### src/rtl/serial_add_sched.sv
// serial_add_sched: two-requester round-robin scheduler sharing one fulladder.
// Optional SERIAL_ADD_SUB_EN adds per-requester subtract select (A-B).

module fulladder (
  input  logic A,
  input  logic B,
  input  logic C,
  output logic Y,
  output logic X
);

  assign Y = A ^ B ^ C;
  assign X = (A & B) | (C & (A ^ B));

endmodule

module serial_add_sched #(
  parameter int W = 8
) (
  input  logic         CLK,
  input  logic         RST,
  input  logic         REQ0_VALID,
  output logic         REQ0_READY,
  input  logic [W-1:0] REQ0_A,
  input  logic [W-1:0] REQ0_B,
`ifdef SERIAL_ADD_SUB_EN
  input  logic         REQ0_SUB,
`endif
  input  logic         REQ1_VALID,
  output logic         REQ1_READY,
  input  logic [W-1:0] REQ1_A,
  input  logic [W-1:0] REQ1_B,
`ifdef SERIAL_ADD_SUB_EN
  input  logic         REQ1_SUB,
`endif
  output logic         RES_VALID,
  input  logic         RES_READY,
  output logic [W-1:0] RES_SUM,
  output logic         RES_COUT,
  output logic         RES_ID
);

  localparam int CW = $clog2(W + 1);

  typedef enum logic [1:0] {
    IDLE,
    RUN,
    DONE
  } state_t;

  state_t state_q;
  state_t state_d;

  logic [W-1:0]  a_q;
  logic [W-1:0]  b_q;
  logic [W-1:0]  sum_q;
  logic [W-1:0]  sum_nx;
  logic [CW-1:0] cnt_q;
  logic          carry_q;
  logic          id_q;
  logic          last_q;

  logic          acc;
  logic          sel;
  logic          sub_sel;
  logic [W-1:0]  op_a;
  logic [W-1:0]  op_b;
  logic          fa_y;
  logic          fa_x;

  fulladder u_fa (
    .A (a_q[0]),
    .B (b_q[0]),
    .C (carry_q),
    .Y (fa_y),
    .X (fa_x)
  );

`ifdef SERIAL_ADD_SUB_EN
  assign sub_sel = sel ? REQ1_SUB : REQ0_SUB;
`else
  assign sub_sel = 1'b0;
`endif

  // Subtraction is A + ~B + 1: invert B here, carry seeds the +1.
  assign op_a = sel ? REQ1_A : REQ0_A;
  assign op_b = (sel ? REQ1_B : REQ0_B) ^ {W{sub_sel}};

  // Sum bit enters at the MSB so the LSB lands at bit 0 after W shifts.
  generate
    if (W == 1) begin : g_sum1
      assign sum_nx = fa_y;
    end else begin : g_sumw
      assign sum_nx = {fa_y, sum_q[W-1:1]};
    end
  endgenerate

  // State register.
  always_ff @(posedge CLK or posedge RST) begin
    if (RST) begin
      state_q <= IDLE;
    end else begin
      state_q <= state_d;
    end
  end

  // Next state, round-robin grant and handshake outputs.
  always_comb begin
    state_d    = state_q;
    REQ0_READY = 1'b0;
    REQ1_READY = 1'b0;
    RES_VALID  = 1'b0;
    acc        = 1'b0;
    sel        = 1'b0;
    unique case (state_q)
      IDLE: begin
        if (REQ0_VALID && (!REQ1_VALID || last_q)) begin
          REQ0_READY = 1'b1;
          acc        = 1'b1;
          sel        = 1'b0;
          state_d    = RUN;
        end else if (REQ1_VALID) begin
          REQ1_READY = 1'b1;
          acc        = 1'b1;
          sel        = 1'b1;
          state_d    = RUN;
        end
      end
      RUN: begin
        if (cnt_q == CW'(W - 1)) begin
          state_d = DONE;
        end
      end
      DONE: begin
        RES_VALID = 1'b1;
        if (RES_READY) begin
          state_d = IDLE;
        end
      end
      default: begin
        state_d = IDLE;
      end
    endcase
  end

  // Operand latch on grant, then one bit per cycle through the adder.
  always_ff @(posedge CLK or posedge RST) begin
    if (RST) begin
      a_q     <= '0;
      b_q     <= '0;
      sum_q   <= '0;
      cnt_q   <= '0;
      carry_q <= 1'b0;
      id_q    <= 1'b0;
      last_q  <= 1'b1;
    end else if (acc) begin
      a_q     <= op_a;
      b_q     <= op_b;
      cnt_q   <= '0;
      carry_q <= sub_sel;
      id_q    <= sel;
      last_q  <= sel;
    end else if (state_q == RUN) begin
      a_q     <= a_q >> 1;
      b_q     <= b_q >> 1;
      sum_q   <= sum_nx;
      cnt_q   <= cnt_q + CW'(1);
      carry_q <= fa_x;
    end
  end

  assign RES_SUM  = sum_q;
  assign RES_COUT = carry_q;
  assign RES_ID   = id_q;

endmodule

### config.mk
export PLATFORM = sky130hd
export DESIGN_NAME = serial_add_sched
export DESIGN_NICKNAME = d
export VERILOG_FILES = /design/src/rtl/serial_add_sched.sv
export SDC_FILE = /design/constraint.sdc
export NUM_CORES = 1
export LEC_CHECK = 0
export ABC_AREA = 1
export CORE_MARGIN = 5
export CORE_UTILIZATION = 35
export DETAILED_ROUTE_END_ITERATION = 8
export GPL_TIMING_DRIVEN = 0
export PLACE_DENSITY = 0.67
export SLEW_MARGIN = 5
export SYNTH_ARGS = -nofsm -noshare
export SYNTH_HDL_FRONTEND = slang
export SYNTH_SLANG_ARGS = --single-unit
export TNS_END_PERCENT = 30
### constraint.sdc
create_clock -name CLK -period 2.4 [get_ports CLK]
set_input_delay 0.48 -clock CLK [delete_from_list [all_inputs] [get_ports CLK]]
set_output_delay 0.48 -clock CLK [all_outputs]
set_load 0.02 [all_outputs]
======== Word level (Yosys, flattened, before mapping) ========
Cells that the tools add are included.
cells by class
  $add $sub $neg .......................... 1
  equality and inequality tests ........... 6
  multiplexer cells ....................... 23
  bitwise logic cells ..................... 6
  reduce and logical (&&, ||, !) cells .... 7
operators with widths
  kind                   number
  $mux W8                6
  $mux W1                10
  $mux W2                4
  $mux W4                2
  $pmux W2 S3            1
  $add A4 B1 Y4 const B  1
  $eq A4 B3 Y1 const B   1
  $ne A2 B2 Y1 const B   2
  $ne A3 B3 Y1 const B   1
  $reduce_and A3 Y1      1
  $and A1 B1 Y1          2
  $eq A2 B1 Y1 const B   1
  $eq A2 B2 Y1 const B   1
  $logic_not A2 Y1       1
  $reduce_and A2 Y1      1
  $reduce_bool A2 Y1     1
  $xor A1 B1 Y1          2
  $logic_and A1 B1 Y1    1
  $logic_not A1 Y1       1
  $logic_or A1 B1 Y1     1
  $not A1 Y1             1
  $or A1 B1 Y1           1
word-level totals
  bits in registers ....................... 33
  input bits .............................. 37
  output and inout bits ................... 13
  word-level logic and storage cells ...... 51

======== Logic depth before layout (Yosys ltp) ========
Gate-level depths: netlist of the first run.
  word-level depth ........................ 7
  depth in mapped cells ................... 8
  mapped depth without buffers ............ 6

======== By module ========
A second synthesis of the first run with hierarchy kept.
unflattened totals
  cells, all modules ...................... 230
  area, all modules ....................... 1745.4 um2
modules (own cells, without submodules)
  module            times used  cells an instance  area an instance (um2)  seq. area each (um2)
  serial_add_sched  1           229                1725.4                  827.0
  fulladder         1           1                  20.0                    0.0

======== Least setup slack after synthesis of the first run ========
OpenSTA, ideal clock, no wires.
  kind .................................... register -> output
  start ................................... register state_q[0]
  end ..................................... output port REQ0_READY
  arrival time ............................ 1.221 ns
  required time ........................... 1.920 ns
  path slack .............................. 0.699 ns
  cell stages (with the launch flop) ...... 4
  path buffers ............................ 0
  cells stage by stage .................... dfrtp_1 -> nor2_4 -> inv_1 -> a211oi_1
between the ends
  cells in the longest elaborated chain, start to end .. 2
ends and longest elaborated chain
  element                   line  RTL
  start: declaration        51    state_t state_q;
  start signal: assignment  103   state_q <= state_d;
  $logic_not A2 Y1          115   unique case (state_q)
  $mux W1                   115
  end: declaration          23    output logic REQ0_READY,
Every way passes these cells.

======== Worst setup path after layout of the first run ========
  start ................................... input port REQ1_VALID
  end ..................................... output port REQ1_READY
between the ends
  cells in the longest elaborated chain, start to end .. 5
  elaborated cells between the ends (all ways) .. 6
  classes of those cells .................. mux: 3; reduce/logical: 3
ends and longest elaborated chain
  element              line  RTL
  start: declaration   29    input logic REQ1_VALID,
  $logic_not A1 Y1     117   if (REQ0_VALID && (!REQ1_VALID || last_q)) begin
  $logic_or A1 B1 Y1   117
  $logic_and A1 B1 Y1  117
  $mux W1 (*)          117
  $mux W1 (*)          115
  end: declaration     30    output logic REQ1_READY,
Mark *: on every way between the ends. The rest lies on a longest branch, timed or not.

==> flow_summary.json, run 1 <==
{
  "status": "finished, final reports clean",
  "setup_viol": 0,
  "wl_per_cell_um": 11.5,
  "met2_usage_pct": 21.2,
  "cp.required_ns": 1.92,
  "drv_cap": 0,
  "layoutNonFillerInstCount": 360,
  "power_frac_comb_pct": 53.1,
  "power.switching_mw": 1.31,
  "min_period_over_period_pct": 95.6,
  "p_int_mw": 1.75,
  "cp_cell_sequence": "clkdlybuf4s50_1 > inv_1 > a21oi_4 > nand2_4 > buf_4 > inv_2 > buf_2",
  "yosysTopAreaCell": "dfrtp_1",
  "ys_types": 28,
  "fin_worst_skew_ns": 0.00527,
  "drive_above_1_share_pct": 15.2,
  "cts_made_buffers": 5,
  "reg2reg_to": "a_q[1]",
  "clock_latency_ns": 0.28,
  "ff2ff_path_depth": 8,
  "power_frac_seq_pct": 33.2,
  "layout.nets": 329,
  "clockBufferDepth": 2,
  "grt.overflow.total": 0,
  "tightest_slew_ns": 0.676,
  "dp.cells": 352,
  "hold_depth": 1,
  "min_period_ns": 2.29,
  "synthTopCellsByCount": "nand2_1 (48), inv_1 (39), nand3_1 (34)",
  "min_path_type": "reg2reg",
  "htree_levels": 2,
  "grt_pass1_vias": 1568,
  "fill_cells": 535,
  "fmax_mhz": 436,
  "p_total_mw": 3.06,
  "grt_pass1_wl_mm": 7.02,
  "multi_input_area_um2": 793,
  "initial_utilization_pct": 36.0,
  "cts.sinks": 33,
  "area_growth_syn_to_layout_pct": 36.6,
  "track_usage_pct": 13.6,
  "ctsHoldBuffers": 0,
  "ys.flop_type": "dfrtp_1",
  "drv_slew": 0,
  "drtIter0Drc": 67,
  "finalWirelength_mm": 4.13,
  "synth_warnings": 0,
  "synth.area.top_cells": "dfrtp_1 (44%), nand2_1 (9.8%), nand3_1 (9.3%)",
  "gr-usage-met3_pct": 4.01,
  "crit_arrival_ns": 1.81,
  "synth_edf_count": 0,
  "clk_pin_slew_ns": 0.06,
  "hold_path_end": "cnt_q[3]",
  "async_flop_share_pct": 100,
  "rsz0062_at_grt": "no",
  "num_vias": 1620,
  "cp_slowest_cell": "clkdlybuf4s50_1",
  "cp-end-kind": "primary output",
  "num_rows": 26,
  "pin_count": 50,
  "antenna_cells": 0,
  "power_density_mw_per_mm2": 1220,
  "grt-busiest-layer": "met2",
  "core_mm2": 0.00511,
  "synth_fp_nets": 272,
  "rrSetupSlack_ns": 0.85,
  "p_leak_nw": 1.22,
  "met1_usage_pct": 17.9,
  "cp_slowest_stage_delay_ns": 0.48,
  "crit_type": "in2out",
  "drc": 0,
  "hold_violations": 0,
  "path_max_fanout": 10,
  "antenna_left": 0,
  "synth_top_area_share_pct": 43.5,
  "io_buffers": 49,
  "die_x_um": 82.5,
  "avgViaCountPerCell": 4.50,
  "first_pass_iters": 4,
  "rr_startpoint": "state_q[0]",
  "hpwlAfterDp_mm": 3.13,
  "synth_area_mm2": 0.00184,
  "relSlewSlack_pct": 54.9,
  "grt_antenna_before_repair": 0,
  "yosysSeqAreaShare_pct": 45.0,
  "fp.dieH_um": 82.5,
  "syn_area_per_cell_um2": 7.89,
  "dieArea_mm2": 0.00680,
  "finalWeightedCongestion": 0.770,
  "ir_drop_mv": 0.397,
  "cts_tree": "done",
  "p_sw_share_pct": 42.8,
  "syn_inst": 233,
  "clkPwrFrac_pct": 13.6,
  "ys_seq_elements": 33,
  "root_buffer": "clkbuf_8",
  "hold_start": "cnt_q[3]",
  "grt_max_degree": 34,
  "final.setup.tns_ns": 0,
  "cp-start-kind": "input port",
  "register_area_um2": 827,
  "synth_most_common_cell": "nand2_1"
}
power groups by stage:
| stage | registers, mW | clock network, mW | logic, mW |
|---|---|---|---|
| floorplan | 1.08 | 0 | 1.08 |
| global placement | 1.02 | 0 | 1.60 |
| detailed placement | 1.03 | 0 | 1.63 |
| CTS | 1.02 | 0.431 | 1.65 |
| global route | 1.05 | 0.456 | 1.83 |
| finish | 1.02 | 0.418 | 1.62 |
through the flow:
step           utilization, %  hold slack [ns]  setup slack [ns]  instance area (um2)
2_1_floorplan               -            0.428             0.699                 1840
3_3_place_gp             47.3            0.445            -0.564                 2420
3_5_place_dp             47.3            0.455            -0.554                 2420
4_1_cts                  49.2            0.466            0.0953                 2510
5_1_grt                  49.2            0.493            0.0299                 2510
6_report                 49.2            0.466             0.107                 2510
cell families (layout without fill, tap and decap cells):
kind of cell,count (synthesis),after routing,share of synthesized area [%]
and+or+nand+nor,107,107,27.8
buffers and inverters,51,108,12.2
AOI/OAI and AO/OA,39,39,12.8
DFF,33,33,45.0
adders and majority gates,2,2,1.77
xor gates and xnor gates,1,1,0.476
layout by cell type (no fill, tap or decap), types with 2 or more instances in the layout:
cell type,netlist,layout
nor2_1,9,9
nor2_2,9,9
nor2_4,2,2
inv_2,1,3
clkdlybuf4s50_1,0,47
a21oi_2,4,4
buf_4,1,3
a21oi_1,13,13
o21ai_0,18,18
dfrtp_1,32,32
buf_2,8,8
nand2_1,48,48
nand3_1,34,34
clkbuf_8,0,6
inv_1,39,37
per-layer routing:
metal / vias up / share of wire, %
li1: 846 / -
met1: 727 / 46
met2: 43 / 45
met3: 4 / 7.6
met4: 0 / 0.99
met5: - / 0
worst max-delay path by stage:
stage / start / endpoint / slack [ns] / cells after the start
2_1_floorplan: state_q[0] / REQ0_READY / 0.70 / 3
3_3_place_gp: REQ1_VALID / REQ1_READY / -0.56 / 7
3_5_place_dp: REQ1_VALID / REQ1_READY / -0.55 / 7
4_1_cts: REQ1_VALID / REQ1_READY / 0.1 / 7
5_1_grt: REQ1_VALID / REQ1_READY / 0.03 / 7
6_report: REQ1_VALID / REQ1_READY / 0.11 / 7
state kept, by name, indices dropped and copies added (netlist names):
signal    cells
last_q        1
b_q           8
RES_ID        1
RES_SUM       8
cnt_q         4
RES_COUT      1
a_q           8
state_q       2
critical path, delay by kind of cell:
kind,cells,cell delay [ns]
compound gates,1,0.17
buf+inv,5,1.04
simple gates,1,0.12
cell type report:
class / count / area share, %
Tap cell: 70 / 3.49
Timing Repair Buffer: 50 / 19.6
Multi-Input combinational cell: 149 / 31.6
Sequential cell: 33 / 32.9
Buffer: 11 / 3.04
Clock buffer: 7 / 3.44
Inverter: 40 / 5.98
what timing repair did:
| item | CTS | global route |
|---|---|---|
| endpoints found under the hold margin | 0 | 0 |
| setup buffers | 1 | 0 |
| endpoints found under the setup margin | 2 | 0 |
| gates resized for setup | 8 | 0 |
Note: power is estimated with default switching activity, not from simulation.
==> inputs of run 2 (changes only) <==
--- a/config.mk
+++ b/config.mk
@@ -9,7 +9,6 @@
 export CORE_MARGIN = 5
 export CORE_UTILIZATION = 35
 export DETAILED_ROUTE_END_ITERATION = 8
-export GPL_TIMING_DRIVEN = 0
 export PLACE_DENSITY = 0.67
 export SLEW_MARGIN = 5
 export SYNTH_ARGS = -nofsm -noshare
==> flow_summary.json, run 2 (synthesis results as in run 1) <==
{
  "area_growth_syn_to_layout_pct": 37.3,
  "grt_pass1_wl_mm": 6.70,
  "rrSetupSlack_ns": 0.76,
  "drc": 0,
  "rsz0062_at_grt": "no",
  "cp.required_ns": 1.92,
  "grt_max_degree": 29,
  "multi_input_area_um2": 788,
  "initial_utilization_pct": 36.0,
  "min_period_over_period_pct": 87.5,
  "fill_cells": 539,
  "grt.overflow.total": 0,
  "grt_antenna_before_repair": 0,
  "setup_viol": 0,
  "crit_type": "in2out",
  "first_pass_iters": 4,
  "drive_above_1_share_pct": 13.9,
  "grt_pass1_vias": 1545,
  "core_mm2": 0.00511,
  "cp_cell_sequence": "clkdlybuf4s50_1 > inv_1 > a211oi_1 > dlygate4sd2_1",
  "cp_slowest_cell": "clkdlybuf4s50_1",
  "htree_levels": 2,
  "min_path_type": "reg2reg",
  "fp.dieH_um": 82.5,
  "drv_slew": 0,
  "finalWirelength_mm": 3.92,
  "min_period_ns": 2.10,
  "pin_count": 50,
  "wl_per_cell_um": 10.9,
  "critPathBufInv": 3,
  "fmax_mhz": 476,
  "die_x_um": 82.5,
  "relSlewSlack_pct": 63.0,
  "power_density_mw_per_mm2": 1190,
  "num_rows": 26,
  "clock_latency_ns": 0.28,
  "track_usage_pct": 12.9,
  "fin_worst_skew_ns": 0.00661,
  "register_area_um2": 827,
  "layout_common_cells": "nand2_1 (48), clkdlybuf4s50_1 (47), inv_1 (39)",
  "finalWeightedCongestion": 0.727,
  "cp-start-kind": "input port",
  "final_cell_area_mm2": 0.00253,
  "crit_arrival_ns": 1.62,
  "dieArea_mm2": 0.00680,
  "cp_slowest_stage_delay_ns": 0.52,
  "clockBufferDepth": 2,
  "placed_cell_area_mm2": 0.00242,
  "io_buffers": 49,
  "drv_cap": 0,
  "final_common_cell": "nand2_1",
  "antenna_cells": 0,
  "cts.sinks": 33,
  "cts_tree": "done",
  "ir_drop_mv": 0.415,
  "cp-end-kind": "primary output",
  "avgViaCountPerCell": 4.45,
  "hold_violations": 0,
  "crit_family": "buffers and inverters",
  "num_vias": 1594,
  "status": "finished, final reports clean",
  "layout.nets": 326,
  "final.setup.tns_ns": 0,
  "clk_pin_slew_ns": 0.07,
  "cts_made_buffers": 5,
  "antenna_left": 0,
  "root_buffer": "clkbuf_8",
  "p_leak_nw": 1.23,
  "path_max_fanout": 2,
  "tightest_slew_ns": 0.555,
  "drtIter0Drc": 66,
  "hpwlAfterDp_mm": 2.87
}
[run 2: changes by cell type in the layout (fill, tap and decap cells not counted), moves of 2 or more]
cell | before | now
buf_4 | 3 | 8
inv_1 | 37 | 39
buf_2 | 8 | 0
inv_2 | 3 | 1
[run 2: what timing repair did]
item                                    4_1_cts  5_1_grt
gates resized for setup                       1        1
hold buffers                                  0        0
buffers inserted                              0        0
endpoints found under the setup margin        1        1
[run 2: area by class of cell]
type,instances,share of cell area [%]
multi-input cells,149,31.2
inverters,40,5.94
clock inverters,1,0.198
well taps,70,3.47
repair buffers,58,22.6
clock buffers,7,3.81
flip-flops and latches,33,32.7
[run 2: worst paths after layout]
check | from | to | depth (start not counted)
worst max-delay path | REQ0_VALID | REQ0_READY | 4
worst min-delay path | cnt_q[3] | cnt_q[3] | 1
worst max register to register | state_q[0] | a_q[4] | 8
worst min register to register | cnt_q[3] | cnt_q[3] | 1
max in group asynchronous | RST | a_q[1] | 3
min in group asynchronous | RST | state_q[1] | 2
[run 2: metal layers]
layer,track usage [%],up-vias,wire [um]
li1,-,842,-
met1,15.9,707,1790
met2,21.5,40,1750
met3,4.01,5,314
met4,4.41,0,60
met5,0,-,0
[run 2: power by group]
part	total, mW	internal [mW]	switching, mW
registers	1.01	0.836	0.179
logic	1.52	0.628	0.894
clock network	0.460	0.259	0.201
total	3.00	1.72	1.27
[run 2: metrics by stage]
step | utilization [%] | hold slack, ns | cells | total power [mW] | setup slack (ns)
2_1_floorplan | - | 0.428 | 233 | 2.16 | 0.699
3_3_place_gp | 47.5 | 0.444 | 350 | 2.55 | 0.0190
3_5_place_dp | 47.5 | 0.455 | 350 | 2.57 | 0.000929
4_1_cts | 49.4 | 0.465 | 358 | 3.04 | 0.0214
5_1_grt | 49.5 | 0.499 | 358 | 3.28 | 0.254
6_report | 49.5 | 0.466 | 358 | 3.00 | 0.300
==> inputs of run 3 (changes only) <==
--- a/config.mk
+++ b/config.mk
@@ -7,9 +7,9 @@
 export LEC_CHECK = 0
 export ABC_AREA = 1
 export CORE_MARGIN = 5
-export CORE_UTILIZATION = 35
+export CORE_UTILIZATION = 45
 export DETAILED_ROUTE_END_ITERATION = 8
-export PLACE_DENSITY = 0.67
+export PLACE_DENSITY = 0.81
 export SLEW_MARGIN = 5
 export SYNTH_ARGS = -nofsm -noshare
 export SYNTH_HDL_FRONTEND = slang
==> flow_summary.json, run 3 (synthesis results as in run 1) <==
{
  "setup_viol": 0,
  "final_cell_area_mm2": 0.00251,
  "grt_antenna_before_repair": 0,
  "grt_pass1_wl_mm": 6.78,
  "tightest_slew_ns": 0.498,
  "num_vias": 1621,
  "die_x_um": 73.9,
  "rsz0062_at_grt": "no",
  "crit_arrival_ns": 1.66,
  "ff2ff_path_depth": 5,
  "rrSetupSlack_ns": 0.79,
  "layoutNonFillerInstCount": 338,
  "pin_count": 50,
  "dieArea_mm2": 0.00547,
  "placed_cell_area_mm2": 0.00240,
  "cts_made_buffers": 5,
  "finalWirelength_mm": 3.94,
  "path_max_fanout": 2,
  "fill_cells": 365,
  "cts.sinks": 33,
  "cp-start-kind": "input port",
  "post-cts-setup-buffer-count": 0,
  "wl_per_cell_um": 11.7,
  "cts_tree": "done",
  "reg2reg_to": "a_q[0]",
  "core_mm2": 0.00397,
  "grt_pass1_vias": 1586,
  "drv_cap": 0,
  "cp.required_ns": 1.92,
  "relSlewSlack_pct": 66.8,
  "avgViaCountPerCell": 4.80,
  "min_period_ns": 2.14,
  "crit_type": "in2out",
  "initial_utilization_pct": 46.3,
  "io_buffers": 49,
  "fin_worst_skew_ns": 0.00663,
  "antenna_cells": 0,
  "crit_start": "REQ1_VALID",
  "grt.overflow.total": 0,
  "drc": 0,
  "ctsHoldBuffers": 0,
  "final_common_cell": "nand2_1",
  "num_rows": 23,
  "finalWeightedCongestion": 0.738,
  "htree_levels": 2,
  "fp.dieH_um": 73.9,
  "ir_drop_mv": 0.423,
  "crit_end": "REQ1_READY",
  "status": "finished, final reports clean",
  "drtIter0Drc": 86,
  "p_leak_nw": 1.22,
  "drv_slew": 0,
  "clk_pin_slew_ns": 0.07,
  "clockBufferDepth": 2,
  "power_density_mw_per_mm2": 1240,
  "grt_max_degree": 34,
  "hold_violations": 0,
  "cp-end-kind": "primary output",
  "root_buffer": "clkbuf_8",
  "cts_resized": 2,
  "fmax_mhz": 467,
  "first_pass_iters": 4,
  "layout_common_cells": "nand2_1 (48), clkdlybuf4s50_1 (47), inv_1 (39)",
  "hpwlAfterDp_mm": 2.81,
  "track_usage_pct": 15.9,
  "rr_startpoint": "state_q[0]",
  "min_period_over_period_pct": 89.2,
  "layout.nets": 326,
  "dp.cells": 330,
  "min_path_type": "reg2reg",
  "clock_latency_ns": 0.28,
  "area_growth_syn_to_layout_pct": 36.6,
  "drive_above_1_share_pct": 13.5,
  "antenna_left": 0
}
-- run 3: changes by cell type in the layout (fill, tap and decap cells not counted), sizes merged --
cell and change:
bufinv +1, dlymetal6s2s -1, dlygate4sd2 +1, clkinv -1
-- run 3: worst min-delay path by stage --
stage                   from  endpoint  slack [ns]  depth (start not counted)
finish              cnt_q[3]  cnt_q[3]        0.46                          1
global route        cnt_q[3]  cnt_q[3]        0.49                          1
CTS                 cnt_q[3]  cnt_q[3]        0.47                          1
detailed placement  cnt_q[3]  cnt_q[3]        0.46                          1
global placement    cnt_q[3]  cnt_q[3]        0.44                          1
floorplan           cnt_q[3]  cnt_q[3]        0.43                          1
-- run 3: worst max-delay path, cell delays in order --
cell and delay, ns:
clkdlybuf4s50_1 0.48, inv_1 0.08, a21oi_4 0.14, nand2_2 0.07, inv_1 0.07, dlygate4sd2_1 0.34
-- run 3: report_power, final --
| group | internal, mW | switching [mW] | total, mW |
|---|---|---|---|
| combinational | 0.647 | 0.917 | 1.56 |
| clock | 0.338 | 0.195 | 0.533 |
| sequential | 0.836 | 0.180 | 1.02 |
| total | 1.82 | 1.29 | 3.11 |
-- run 3: final cells by class --
cell class	instances	area [um2]	area share [%]
Clock buffer	7	86.3	3.44
Tap cell	50	62.6	2.49
Clock inverter	1	30.0	1.20
Inverter	40	150	5.98
Multi-Input combinational cell	149	788	31.4
Sequential cell	33	827	32.9
Timing Repair Buffer	58	568	22.6
-- run 3: stage by stage --
stage | worst slack, ns | utilization, % | power (mW) | hold WS, ns | TNS (ns)
4_1_cts | 0.251 | 63.3 | 3.15 | 0.468 | 0
3_3_place_gp | 0.0129 | 60.4 | 2.56 | 0.442 | 0
6_report | 0.259 | 63.3 | 3.11 | 0.461 | 0
3_5_place_dp | -0.0329 | 60.4 | 2.61 | 0.456 | -0.0530
2_1_floorplan | 0.699 | - | 2.16 | 0.428 | 0
5_1_grt | 0.184 | 63.3 | 3.38 | 0.495 | 0
-- run 3: layer usage --
metal / share of wire (%) / routed length (um) / track usage, % / vias to the layer above
met4: 0.66 / 26 / 5.63 / 0
met3: 6.3 / 248 / 4.05 / 3
li1: - / - / - / 842
met5: 0 / 0 / 0 / -
met1: 43 / 1680 / 19.7 / 732
met2: 50 / 1990 / 27.0 / 44
